**src/rtl/ula_pkg.sv**
```systemverilog
// Shared encodings for the multicycle ALU: opcode classes, funct sub-ops,
// FSM state type and the helper that decides whether an op runs iteratively.
package ula_pkg;

  localparam logic [5:0] OP_ARIT  = 6'd0;
  localparam logic [5:0] OP_LOGIC = 6'd1;
  localparam logic [5:0] OP_ADDI  = 6'd2;
  localparam logic [5:0] OP_MOVE  = 6'd3;
  localparam logic [5:0] OP_SLT   = 6'd4;
  localparam logic [5:0] OP_JUMP  = 6'd5;
  localparam logic [5:0] OP_LOAD  = 6'd6;
  localparam logic [5:0] OP_STORE = 6'd7;
  localparam logic [5:0] OP_IN    = 6'd8;
  localparam logic [5:0] OP_OUT   = 6'd9;
  localparam logic [5:0] OP_BEQ   = 6'd10;
  localparam logic [5:0] OP_BNE   = 6'd11;
  localparam logic [5:0] OP_SNE   = 6'd13;
  localparam logic [5:0] OP_SGT   = 6'd15;
  localparam logic [5:0] OP_SEQ   = 6'd16;
  localparam logic [5:0] OP_SGE   = 6'd17;
  localparam logic [5:0] OP_SLE   = 6'd18;
  localparam logic [5:0] OP_JR    = 6'd19;
  localparam logic [5:0] OP_SUBI  = 6'd20;
  localparam logic [5:0] OP_WRITE = 6'd30;
  localparam logic [5:0] OP_READ  = 6'd31;

  // funct values under OP_ARIT
  localparam logic [5:0] FN_ADD  = 6'd0;
  localparam logic [5:0] FN_SUB  = 6'd1;
  localparam logic [5:0] FN_MULT = 6'd2;
  localparam logic [5:0] FN_DIV  = 6'd3;
  localparam logic [5:0] FN_INC  = 6'd4;
  localparam logic [5:0] FN_DEC  = 6'd5;

  // funct values under OP_LOGIC
  localparam logic [5:0] FN_AND  = 6'd0;
  localparam logic [5:0] FN_OR   = 6'd1;
  localparam logic [5:0] FN_NOT  = 6'd2;
  localparam logic [5:0] FN_XOR  = 6'd3;

  typedef enum logic [1:0] {
    ST_IDLE = 2'd0,
    ST_EXEC = 2'd1,
    ST_ITER = 2'd2,
    ST_FIN  = 2'd3
  } state_t;

  // DIV is always iterative; MULT only when the combinational multiplier is off.
  function automatic logic is_iterative(input logic [5:0] op, input logic [5:0] fn,
                                        input logic fast_mul);
    return (op == OP_ARIT) && ((fn == FN_DIV) || ((fn == FN_MULT) && !fast_mul));
  endfunction

endpackage

```
**src/rtl/ula_muldiv_seq.sv**
```systemverilog
// WIDTH-step sequential core: shift-add multiply (mode 0) or restoring unsigned
// divide (mode 1). One step per cycle after the start cycle; done pulses after the last.
module ula_muldiv_seq #(
  parameter int WIDTH = 32
) (
  input  logic             clock,
  input  logic             reset,
  input  logic             i_start,
  input  logic             i_mode,
  input  logic [WIDTH-1:0] i_a,
  input  logic [WIDTH-1:0] i_b,
  output logic             o_busy,
  output logic             o_done,
  output logic [WIDTH-1:0] o_prod_hi,
  output logic [WIDTH-1:0] o_prod_lo,
  output logic [WIDTH-1:0] o_quot
);

  localparam int CW = (WIDTH > 1) ? $clog2(WIDTH) : 1;
  localparam logic [CW-1:0] LAST = CW'(WIDTH - 1);

  // r_hi/r_lo are the 2*WIDTH product accumulator, or remainder/quotient when dividing
  logic [WIDTH-1:0] r_hi;
  logic [WIDTH-1:0] r_lo;
  logic [WIDTH-1:0] r_b;
  logic             r_mode;
  logic             r_busy;
  logic             r_done;
  logic [CW-1:0]    r_cnt;

  logic [WIDTH:0]   w_add;
  logic [WIDTH:0]   w_rem;
  logic [WIDTH-1:0] w_diff;
  logic             w_ge;

  assign w_add  = {1'b0, r_hi} + {1'b0, r_b};
  assign w_rem  = {r_hi, r_lo[WIDTH-1]};
  assign w_ge   = (w_rem >= {1'b0, r_b});
  // When w_ge holds the true difference is below r_b, so the low bits are exact
  assign w_diff = w_rem[WIDTH-1:0] - r_b;

  always_ff @(posedge clock) begin
    if (reset) begin
      r_hi   <= '0;
      r_lo   <= '0;
      r_b    <= '0;
      r_mode <= 1'b0;
      r_busy <= 1'b0;
      r_done <= 1'b0;
      r_cnt  <= '0;
    end else begin
      r_done <= 1'b0;
      if (i_start && !r_busy) begin
        r_hi   <= '0;
        r_lo   <= i_a;
        r_b    <= i_b;
        r_mode <= i_mode;
        r_cnt  <= '0;
        r_busy <= 1'b1;
      end else if (r_busy) begin
        if (r_mode) begin
          r_hi <= w_ge ? w_diff : w_rem[WIDTH-1:0];
          r_lo <= {r_lo[WIDTH-2:0], w_ge};
        end else if (r_lo[0]) begin
          {r_hi, r_lo} <= {w_add, r_lo[WIDTH-1:1]};
        end else begin
          {r_hi, r_lo} <= {1'b0, r_hi, r_lo[WIDTH-1:1]};
        end
        r_cnt <= r_cnt + CW'(1);
        if (r_cnt == LAST) begin
          r_busy <= 1'b0;
          r_done <= 1'b1;
        end
      end
    end
  end

  assign o_busy    = r_busy;
  assign o_done    = r_done;
  assign o_prod_hi = r_hi;
  assign o_prod_lo = r_lo;
  assign o_quot    = r_lo;

endmodule

```
**src/rtl/ula_multiciclo.sv**
```systemverilog
// Registered multicycle ALU: latches operands on start, runs single-cycle ops in
// EXEC or MULT/DIV through the sequential core, and pulses done with held results.
module ula_multiciclo
  import ula_pkg::*;
#(
  parameter int WIDTH    = 32,
  parameter bit FAST_MUL = 1'b0
) (
  input  logic             clock,
  input  logic             reset,
  input  logic             start,
  input  logic [5:0]       Opcode,
  input  logic [5:0]       funct,
  input  logic [WIDTH-1:0] Dados_1,
  input  logic [WIDTH-1:0] Dados_2,
  output logic [WIDTH-1:0] Resultado,
  output logic             Zero,
  output logic             Overflow,
  output logic             busy,
  output logic             done,
  output state_t           o_dbg_state
);

  localparam int CW = (WIDTH > 1) ? $clog2(WIDTH) : 1;
  localparam logic [CW-1:0] LAST = CW'(WIDTH - 1);

  // Handshake: a request is taken on the edge where start=1 and busy=0. busy then
  // stays high up to and including the single done cycle, so a start in that cycle
  // is dropped and the earliest next accept is the cycle right after done.
  state_t           r_state;
  logic [5:0]       r_op;
  logic [5:0]       r_fn;
  logic [WIDTH-1:0] r_a;
  logic [WIDTH-1:0] r_b;
  logic             r_div;
  logic [CW-1:0]    r_iter;
  logic [WIDTH-1:0] r_res;
  logic             r_zero;
  logic             r_ovf;
  logic             r_busy;
  logic             r_done;

  logic             w_accept;
  logic             w_iter_op;
  logic             w_md_busy;
  logic             w_md_done;
  logic [WIDTH-1:0] w_md_hi;
  logic [WIDTH-1:0] w_md_lo;
  logic [WIDTH-1:0] w_md_quot;
  logic [2*WIDTH-1:0] w_prod;
  logic [WIDTH-1:0] w_res;
  logic             w_zero;
  logic             w_ovf;

  assign w_accept  = start && !r_busy;
  assign w_iter_op = is_iterative(Opcode, funct, FAST_MUL);
  assign w_prod    = {{WIDTH{1'b0}}, r_a} * {{WIDTH{1'b0}}, r_b};

  ula_muldiv_seq #(.WIDTH(WIDTH)) u_muldiv (
    .clock     (clock),
    .reset     (reset),
    .i_start   (w_accept && w_iter_op),
    .i_mode    (funct == FN_DIV),
    .i_a       (Dados_1),
    .i_b       (Dados_2),
    .o_busy    (w_md_busy),
    .o_done    (w_md_done),
    .o_prod_hi (w_md_hi),
    .o_prod_lo (w_md_lo),
    .o_quot    (w_md_quot)
  );

  // Single-cycle result from the latched operands
  always_comb begin
    w_res  = '0;
    w_zero = 1'b0;
    w_ovf  = 1'b0;
    case (r_op)
      OP_ARIT: begin
        case (r_fn)
          FN_ADD:  w_res = r_a + r_b;
          FN_SUB:  w_res = r_a - r_b;
          FN_MULT: begin
            if (FAST_MUL) begin
              w_res = w_prod[WIDTH-1:0];
              w_ovf = |w_prod[2*WIDTH-1:WIDTH];
            end
          end
          FN_INC:  w_res = r_a + WIDTH'(1);
          FN_DEC:  w_res = r_a - WIDTH'(1);
          default: w_res = '0;
        endcase
      end
      OP_LOGIC: begin
        case (r_fn)
          FN_AND:  w_res = r_a & r_b;
          FN_OR:   w_res = r_a | r_b;
          FN_NOT:  w_res = ~r_a;
          FN_XOR:  w_res = r_a ^ r_b;
          default: w_res = '0;
        endcase
      end
      OP_ADDI, OP_LOAD, OP_STORE, OP_IN, OP_WRITE, OP_READ: w_res = r_a + r_b;
      OP_SUBI:         w_res = r_a - r_b;
      OP_MOVE, OP_OUT: w_res = r_a;
      OP_SLT:  w_res = WIDTH'(r_a < r_b);
      OP_SNE:  w_res = WIDTH'(r_a != r_b);
      OP_SGT:  w_res = WIDTH'(r_a > r_b);
      OP_SEQ:  w_res = WIDTH'(r_a == r_b);
      OP_SGE:  w_res = WIDTH'(r_a >= r_b);
      OP_SLE:  w_res = WIDTH'(r_a <= r_b);
      OP_JUMP: begin
        w_res  = r_b;
        w_zero = 1'b1;
      end
      OP_BEQ:  w_zero = (r_a == r_b);
      OP_BNE:  w_zero = (r_a != r_b);
      OP_JR:   w_zero = 1'b1;
      default: w_res = '0;
    endcase
  end

  always_ff @(posedge clock) begin
    if (reset) begin
      r_state <= ST_IDLE;
      r_op    <= '0;
      r_fn    <= '0;
      r_a     <= '0;
      r_b     <= '0;
      r_div   <= 1'b0;
      r_iter  <= '0;
      r_res   <= '0;
      r_zero  <= 1'b0;
      r_ovf   <= 1'b0;
      r_busy  <= 1'b0;
      r_done  <= 1'b0;
    end else begin
      r_done <= 1'b0;
      case (r_state)
        ST_IDLE: begin
          if (r_done) r_busy <= 1'b0;
          if (w_accept) begin
            r_op    <= Opcode;
            r_fn    <= funct;
            r_a     <= Dados_1;
            r_b     <= Dados_2;
            r_div   <= (funct == FN_DIV);
            r_iter  <= '0;
            r_busy  <= 1'b1;
            r_state <= w_iter_op ? ST_ITER : ST_EXEC;
          end
        end
        ST_EXEC: begin
          r_res   <= w_res;
          r_zero  <= w_zero;
          r_ovf   <= w_ovf;
          r_done  <= 1'b1;
          r_state <= ST_IDLE;
        end
        ST_ITER: begin
          r_iter <= r_iter + CW'(1);
          if ((r_iter == LAST) || !w_md_busy) r_state <= ST_FIN;
        end
        ST_FIN: begin
          // The core finished on the edge that entered FIN; its done is high now
          if (w_md_done) begin
            if (r_div) begin
              if (r_b == '0) begin
                r_res <= '1;
                r_ovf <= 1'b1;
              end else begin
                r_res <= w_md_quot;
                r_ovf <= 1'b0;
              end
            end else begin
              r_res <= w_md_lo;
              r_ovf <= |w_md_hi;
            end
            r_zero  <= 1'b0;
            r_done  <= 1'b1;
            r_state <= ST_IDLE;
          end
        end
        default: r_state <= ST_IDLE;
      endcase
    end
  end

  assign Resultado   = r_res;
  assign Zero        = r_zero;
  assign Overflow    = r_ovf;
  assign busy        = r_busy;
  assign done        = r_done;
  assign o_dbg_state = r_state;

endmodule

```
**config.mk**
```make
export PLATFORM = sky130hd
export DESIGN_NAME = ula_multiciclo
export DESIGN_NICKNAME = d
export VERILOG_FILES = /design/src/rtl/ula_pkg.sv /design/src/rtl/ula_muldiv_seq.sv /design/src/rtl/ula_multiciclo.sv
export SDC_FILE = /design/constraint.sdc
export NUM_CORES = 1
export LEC_CHECK = 0
export ABC_AREA = 1
export CAP_MARGIN = 25
export CELL_PAD_IN_SITES_DETAIL_PLACEMENT = 1
export CELL_PAD_IN_SITES_GLOBAL_PLACEMENT = 1
export CORE_UTILIZATION = 39
export DETAILED_ROUTE_END_ITERATION = 12
export PLACE_DENSITY = 0.83
export SKIP_CTS_REPAIR_TIMING = 1
export SLEW_MARGIN = 20
export SYNTH_ARGS = -nofsm -noshare
export SYNTH_HDL_FRONTEND = slang
export SYNTH_SLANG_ARGS = --single-unit
```
**constraint.sdc**
```tcl
create_clock -name clock -period 3.12 [get_ports clock]
set_clock_uncertainty 0.15 [all_clocks]
set_input_delay 0.468 -clock clock [delete_from_list [all_inputs] [get_ports clock]]
set_output_delay 0.468 -clock clock [all_outputs]
set_load 0.01 [all_outputs]
```
# Word-level counts from Yosys, hierarchy flattened
# Index checks and enable logic that the tools add are counted.
totals:
  regBits: 224
  in_bits: 79
  out_inout_bits: 38
op_classes:
  n_addsub: 8
  n_lt_le_gt_ge: 5
  eq_ne: 37
  n_mux: 36
  n_bitwise: 5
  n_reduce_logical: 28
ops:
  columns: ["op", "count"]
  rows:
  - ["case mux 32 bit (12 select lines)", 1]
  - ["2-to-1 mux 32 bit", 10]
  - ["case mux 32 bit (4 select lines)", 2]
  - ["case mux 32 bit (2 select lines)", 1]
  - ["subtractor 32 bit", 2]
  - ["equality test 6 x 5 -> 1 bit (second input constant)", 7]
  - ["equality test 6 x 2 -> 1 bit (second input constant)", 6]
  - ["equality test 6 x 3 -> 1 bit (second input constant)", 6]
  - ["equality test 6 x 4 -> 1 bit (second input constant)", 6]
  - ["adder 32 x 32 -> 33 bit", 1]
  - ["greater-or-equal comparator 33 x 32 -> 1 bit", 1]
  - ["adder 32 x 1 -> 32 bit (second input constant)", 1]
  - ["adder 32 bit", 1]
  - ["bitwise AND 32 bit", 1]
  - ["equality test 32 bit", 1]
  - ["greater-or-equal comparator 32 bit", 1]
  - ["> comparator 32 bit", 1]
  - ["less-or-equal comparator 32 bit", 1]
  - ["zero test 32 bit", 1]
  - ["< comparator 32 bit", 1]
  - ["!= test 32 bit", 1]
  - ["NOT 32 bit", 1]
  - ["OR 32 bit", 1]
  - ["OR reduction 32 bit", 1]
  - ["28 further kinds", 63]

# Longest topological paths before layout
depth:
  ltp_word: 6
  mapped_depth: 21
  depth_no_buf: 21

# Modules after synthesis
# Synthesis repeated with hierarchy kept, for this count alone.
hier_totals:
  cells_unflattened: 4578
  hier_area_um2: 25624.6
by_module_without_submodules:
  columns: ["mod", "n_inst", "cells_each", "area_each_um2", "seq_area_each_um2"]
  rows:
  - ["ula_multiciclo", 1, 2701, 14909.3, 2402.3]
  - ["ula_muldiv_seq", 1, 1877, 10715.3, 2082.0]

# Worst setup path before layout
# Ideal clock, no wire load.
synth_timing:
  kind: "register to register"
  from: "register r_fn[4]"
  to: "register r_res[8] (netlist: Resultado[8])"
  setup_time_ns: 0.113
  arrival_ns: 2.753
  t_required_ns: 2.857
  path_slack_ns: 0.104
  path_stages_with_launch: 18
  n_path_buf: 0
  synth_period_minus_slack_ns: 3.016
  cell_sequence: "dfxtp_1 nor2_1 nand2_1 nor2_1 nand2_1 inv_1 ha_1 a21oi_1 nor2_1 nor2_1 nand2_1 or2_2 nand3_1 a21oi_1 o21ai_0 nand2_1 nand2_1 nand2_1"
synth_via:
  elab_chain_cells: 4
  elab_cells_between_ends: 10
  cone_classes: "eq/ne (5); mux (4); reduce/logical (1)"
synth_rtl:
  columns: ["item", "line_no", "text"]
  rows:
  - ["from (decl)", "ula_multiciclo.sv:32", "logic [5:0] r_fn;"]
  - ["from (signal assigned)", "ula_multiciclo.sv:144", "r_fn <= funct;"]
  - ["equality test 6 x 2 -> 1 bit (tied with other cells)", "ula_multiciclo.sv:95", "case (r_fn)"]
  - ["case mux 32 bit (4 select lines), on equally long branches", "ula_multiciclo.sv:95, ula_multiciclo.sv:80", null]
  - ["case mux 32 bit (12 select lines) *", "ula_multiciclo.sv:78", "case (r_op)"]
  - ["case mux 32 bit (2 select lines) *", "ula_multiciclo.sv:139", "case (r_state)"]
  - ["to (signal assigned)", "ula_multiciclo.sv:154", "r_res <= w_res;"]
  - ["to (signal assigned)", "ula_multiciclo.sv:172", "r_res <= w_md_quot;"]
  - ["to (signal assigned)", "ula_multiciclo.sv:176", "r_res <= w_md_lo;"]
  - ["to (decl)", "ula_multiciclo.sv:37", "logic [WIDTH-1:0] r_res;"]
# Every way passes the cells marked *; elsewhere a longest branch is shown, timed or not.
# A chain may end at the register's enable or synchronous reset.

# Worst setup path after layout
layout_timing:
  from: "register r_fn[5]"
  to: "register r_res[18] (netlist: Resultado[18])"
# Same word-level chain as after synthesis.

==> qor.csv <==
metric;value;unit
initial antenna violation count;1;
Worst VDD drop;478;µV
gpl congestion;1.03;
R2R Path Start;r_fn[5]$_SDFFE_PP0P_;
via count;30375;
fraction of the yosys area taken by sequential cells;19.1;%
FILL cells;8233;
top cells by area, synth;dfxtp_1 (19%), nand2_1 (16%), ha_1 (10%), inv_1 (9.9%), a21oi_1 (8.9%);
leak pwr;14.6;nW
Clk pwr share;29.3;%
pin count of the biggest net entering global routing;76;
Worst Tran Pin Value;0.901;ns
wire length of the first global-routing pass;184;mm
share of cells above drive strength 1;13.3;%
hold_ws;0.309;ns
Hold Path Class;input port to register;
Power Internal;6.83;mW
gr busiest metal;met2;
Starting Density;39.7;%
PortBufs;116;
post-synthesis net count;4338;
Setup WS pre-CTS;-0.185;ns
power density over cell area;402;mW/mm²
fin crit period;3.08;ns
Cell Rows;89;
cts bufs inserted;30;
Slew Viols, Final;0;
via count of the first global-routing pass;30497;
RSZ-0062 raised after global routing;yes;
Crit Path Class;register to register;
Die X;247;µm
hold violation count in the final report;0;
area delta synth->final;26.2;%
number of flops mapped to enable cells by yosys;0;
total die area;0.0612;mm²
Synth Flop Type;dfxtp_1;
Routed Wire Length;128;mm
Comb power frac;44.3;%
Clk Latency, worst-skew pair;0.63;ns
Critical Path Start;r_fn[5]$_SDFFE_PP0P_;
FF+latch count, synth;224;
1st-iter DRT viols;2304;
met3 Track Usage GR;6.02;%
top-area cell type share of the netlist area;19.1;%
fin crit share;98.7;%
CTS tree;yes;
Worst Path Arrival;3.41;ns
Final WS setup;0.0391;ns
startpoint types;register;
Pre-antenna DRT Iters;11;
Synth Warn #;0;
htree depth;1;
Synth top cells by count;nand2_1 (982), inv_1 (620), a21oi_1 (419);
Netlist cell types;55;
gr usage total;40.2;%
Die Ht;247;µm
violated checks;DRC;
min-delay src;Dados_1[1];
Syn Std Cell Area;0.0235;mm²
Core Util, Final;50.1;%
met2 Track Usage GR;67.4;%
area leader, netlist;dfxtp_1;
Seq pwr share;26.4;%
Residual DRC;1;
syn avg cell area;5.79;µm²
status;finished, violations left;
Worst-path clk slew;0.06;ns
GR Layer Usage met1;45.7;%
vias per cell;5.80;
I/O pin cnt;117;
Max clock buf depth;3;
Design Power;11.9;mW
diodes inserted;0;
most numerous cell in the Yosys netlist;nand2_1;
Root Driver;clkbuf_16;
Post-synth ARST share;0;%
Critical Path End Type;register;
fmax;0.325;GHz
required time worst endpoint;3.45;ns
final setup vio count;0;
Routed Antenna Nets;0;
Routed WL per cell;24.4;µm
grt total ovfl;0;
Cells after Synth;4060;
Net Sw Frac;42.8;%
max cap viols;0;
Final nets;4722;
CP Max Fanout;5;
Rel. slew slack;39.9;%
CTS sink cnt;224;
core box area;0.0592;mm²
Detail Placement HPWL;103;mm
Net Sw Power;5.10;mW
cell usage in the layout (no fill, tap or decap), types with 19 or more instances in the layout:
| cell | Yosys | routed |
|---|---|---|
| nor3_1 | 46 | 42 |
| inv_1 | 620 | 614 |
| nand2_1 | 982 | 951 |
| a21o_1 | 20 | 20 |
| xnor2_1 | 19 | 19 |
| nand4_1 | 59 | 59 |
| ha_1 | 194 | 161 |
| xor2_1 | 39 | 39 |
| buf_4 | 2 | 366 |
| ha_4 | 0 | 23 |
| nor2_1 | 415 | 402 |
| dfxtp_1 | 224 | 219 |
| clkdlybuf4s50_1 | 0 | 116 |
| a21oi_1 | 419 | 404 |
| nand2_2 | 6 | 35 |
| o21ai_0 | 344 | 336 |
| o21bai_1 | 25 | 24 |
| clkbuf_16 | 0 | 32 |
| nand3_1 | 244 | 232 |
| o22ai_1 | 78 | 78 |
metal layers:
layer	up-vias	share of wire [%]
met1	14600	38
met3	463	6.6
met4	2	9.0
li1	14068	-
met5	-	0.010
met2	1242	46
worst max-delay path, cell delays in order, from the launching register on:
cell and delay [ns]:
dfxtp_2 0.33, nor2_4 0.12, nand2_2 0.09, nor2_4 0.12
nand2_2 0.08, clkinv_4 0.11, buf_12 0.15, ha_4 0.21
buf_4 0.14, nand2_2 0.08, inv_1 0.06, nand2_1 0.08
nand2_1 0.07, nand2_2 0.07, nand3_2 0.11, buf_6 0.15
nand2_1 0.07, nor2_1 0.05, nor2_1 0.11, nand2_1 0.07
nand3_2 0.09, nand4_1 0.21, nand2_1 0.14, a21oi_1 0.06
logic make-up (layout without fill, tap and decap cells):
| family | after synthesis | in the layout | share of synthesized area [%] |
|---|---|---|---|
| buf+inv | 778 | 1181 | 12.8 |
| xor+xnor | 58 | 58 | 2.16 |
| flops | 224 | 224 | 19.1 |
| simple gates | 1810 | 1810 | 32.2 |
| compound gates | 991 | 991 | 23.1 |
| fa+ha+maj | 199 | 199 | 10.8 |
worst paths after layout:
| path | end | slack, ns | cells after the start |
|---|---|---|---|
| worst max-delay path | Resultado[18]$_SDFFE_PP0P_ | 0.04 | 23 |
| worst min-delay path | r_a[1]$_SDFFE_PP0P_ | 0.31 | 3 |
| worst max register to register | Resultado[18]$_SDFFE_PP0P_ | 0.04 | 23 |
| worst min register to register | u_muldiv.r_cnt[4]$_SDFFE_PP0P_ | 0.32 | 2 |
power groups by stage:
stage / clock network (mW) / registers [mW] / logic, mW
final: 3.49 / 3.15 / 5.29
after floorplan: 0 / 3.22 / 2.44
after global routing: 3.62 / 3.16 / 5.56
after global placement: 0 / 3.19 / 4.85
after detailed placement: 0 / 3.20 / 4.92
after CTS: 3.51 / 3.14 / 4.95
layout make-up:
cell class | instances | area (µm²) | area share (%)
flip-flops and latches | 224 | 4490 | 15.1
well taps | 773 | 967 | 3.26
repair buffers | 500 | 4250 | 14.3
clock inverters | 8 | 96.3 | 0.325
clock buffers | 43 | 860 | 2.90
multi-input cells | 3058 | 16600 | 56.0
inverters | 630 | 2380 | 8.02
registers in the layout, indices dropped and copies added, names as in the netlist, 2 cells and up:
signal	count
Resultado	32
r_a	32
r_b	32
u_muldiv.o_prod_hi	32
u_muldiv.o_prod_lo	32
u_muldiv.r_b	32
r_fn	6
r_op	6
r_iter	5
u_muldiv.r_cnt	5
o_dbg_state	2
stage by stage:
stage	cells	instance area (µm²)	TNS, ns
after CTS	5228	28900	-0.598
after global routing	5236	29700	-1.26
after detailed placement	5177	28000	-0.238
final	5236	29700	0
after floorplan	4060	23500	0
after global placement	5177	28000	-0.174
No activity file was read; power rests on OpenSTA's default activity.
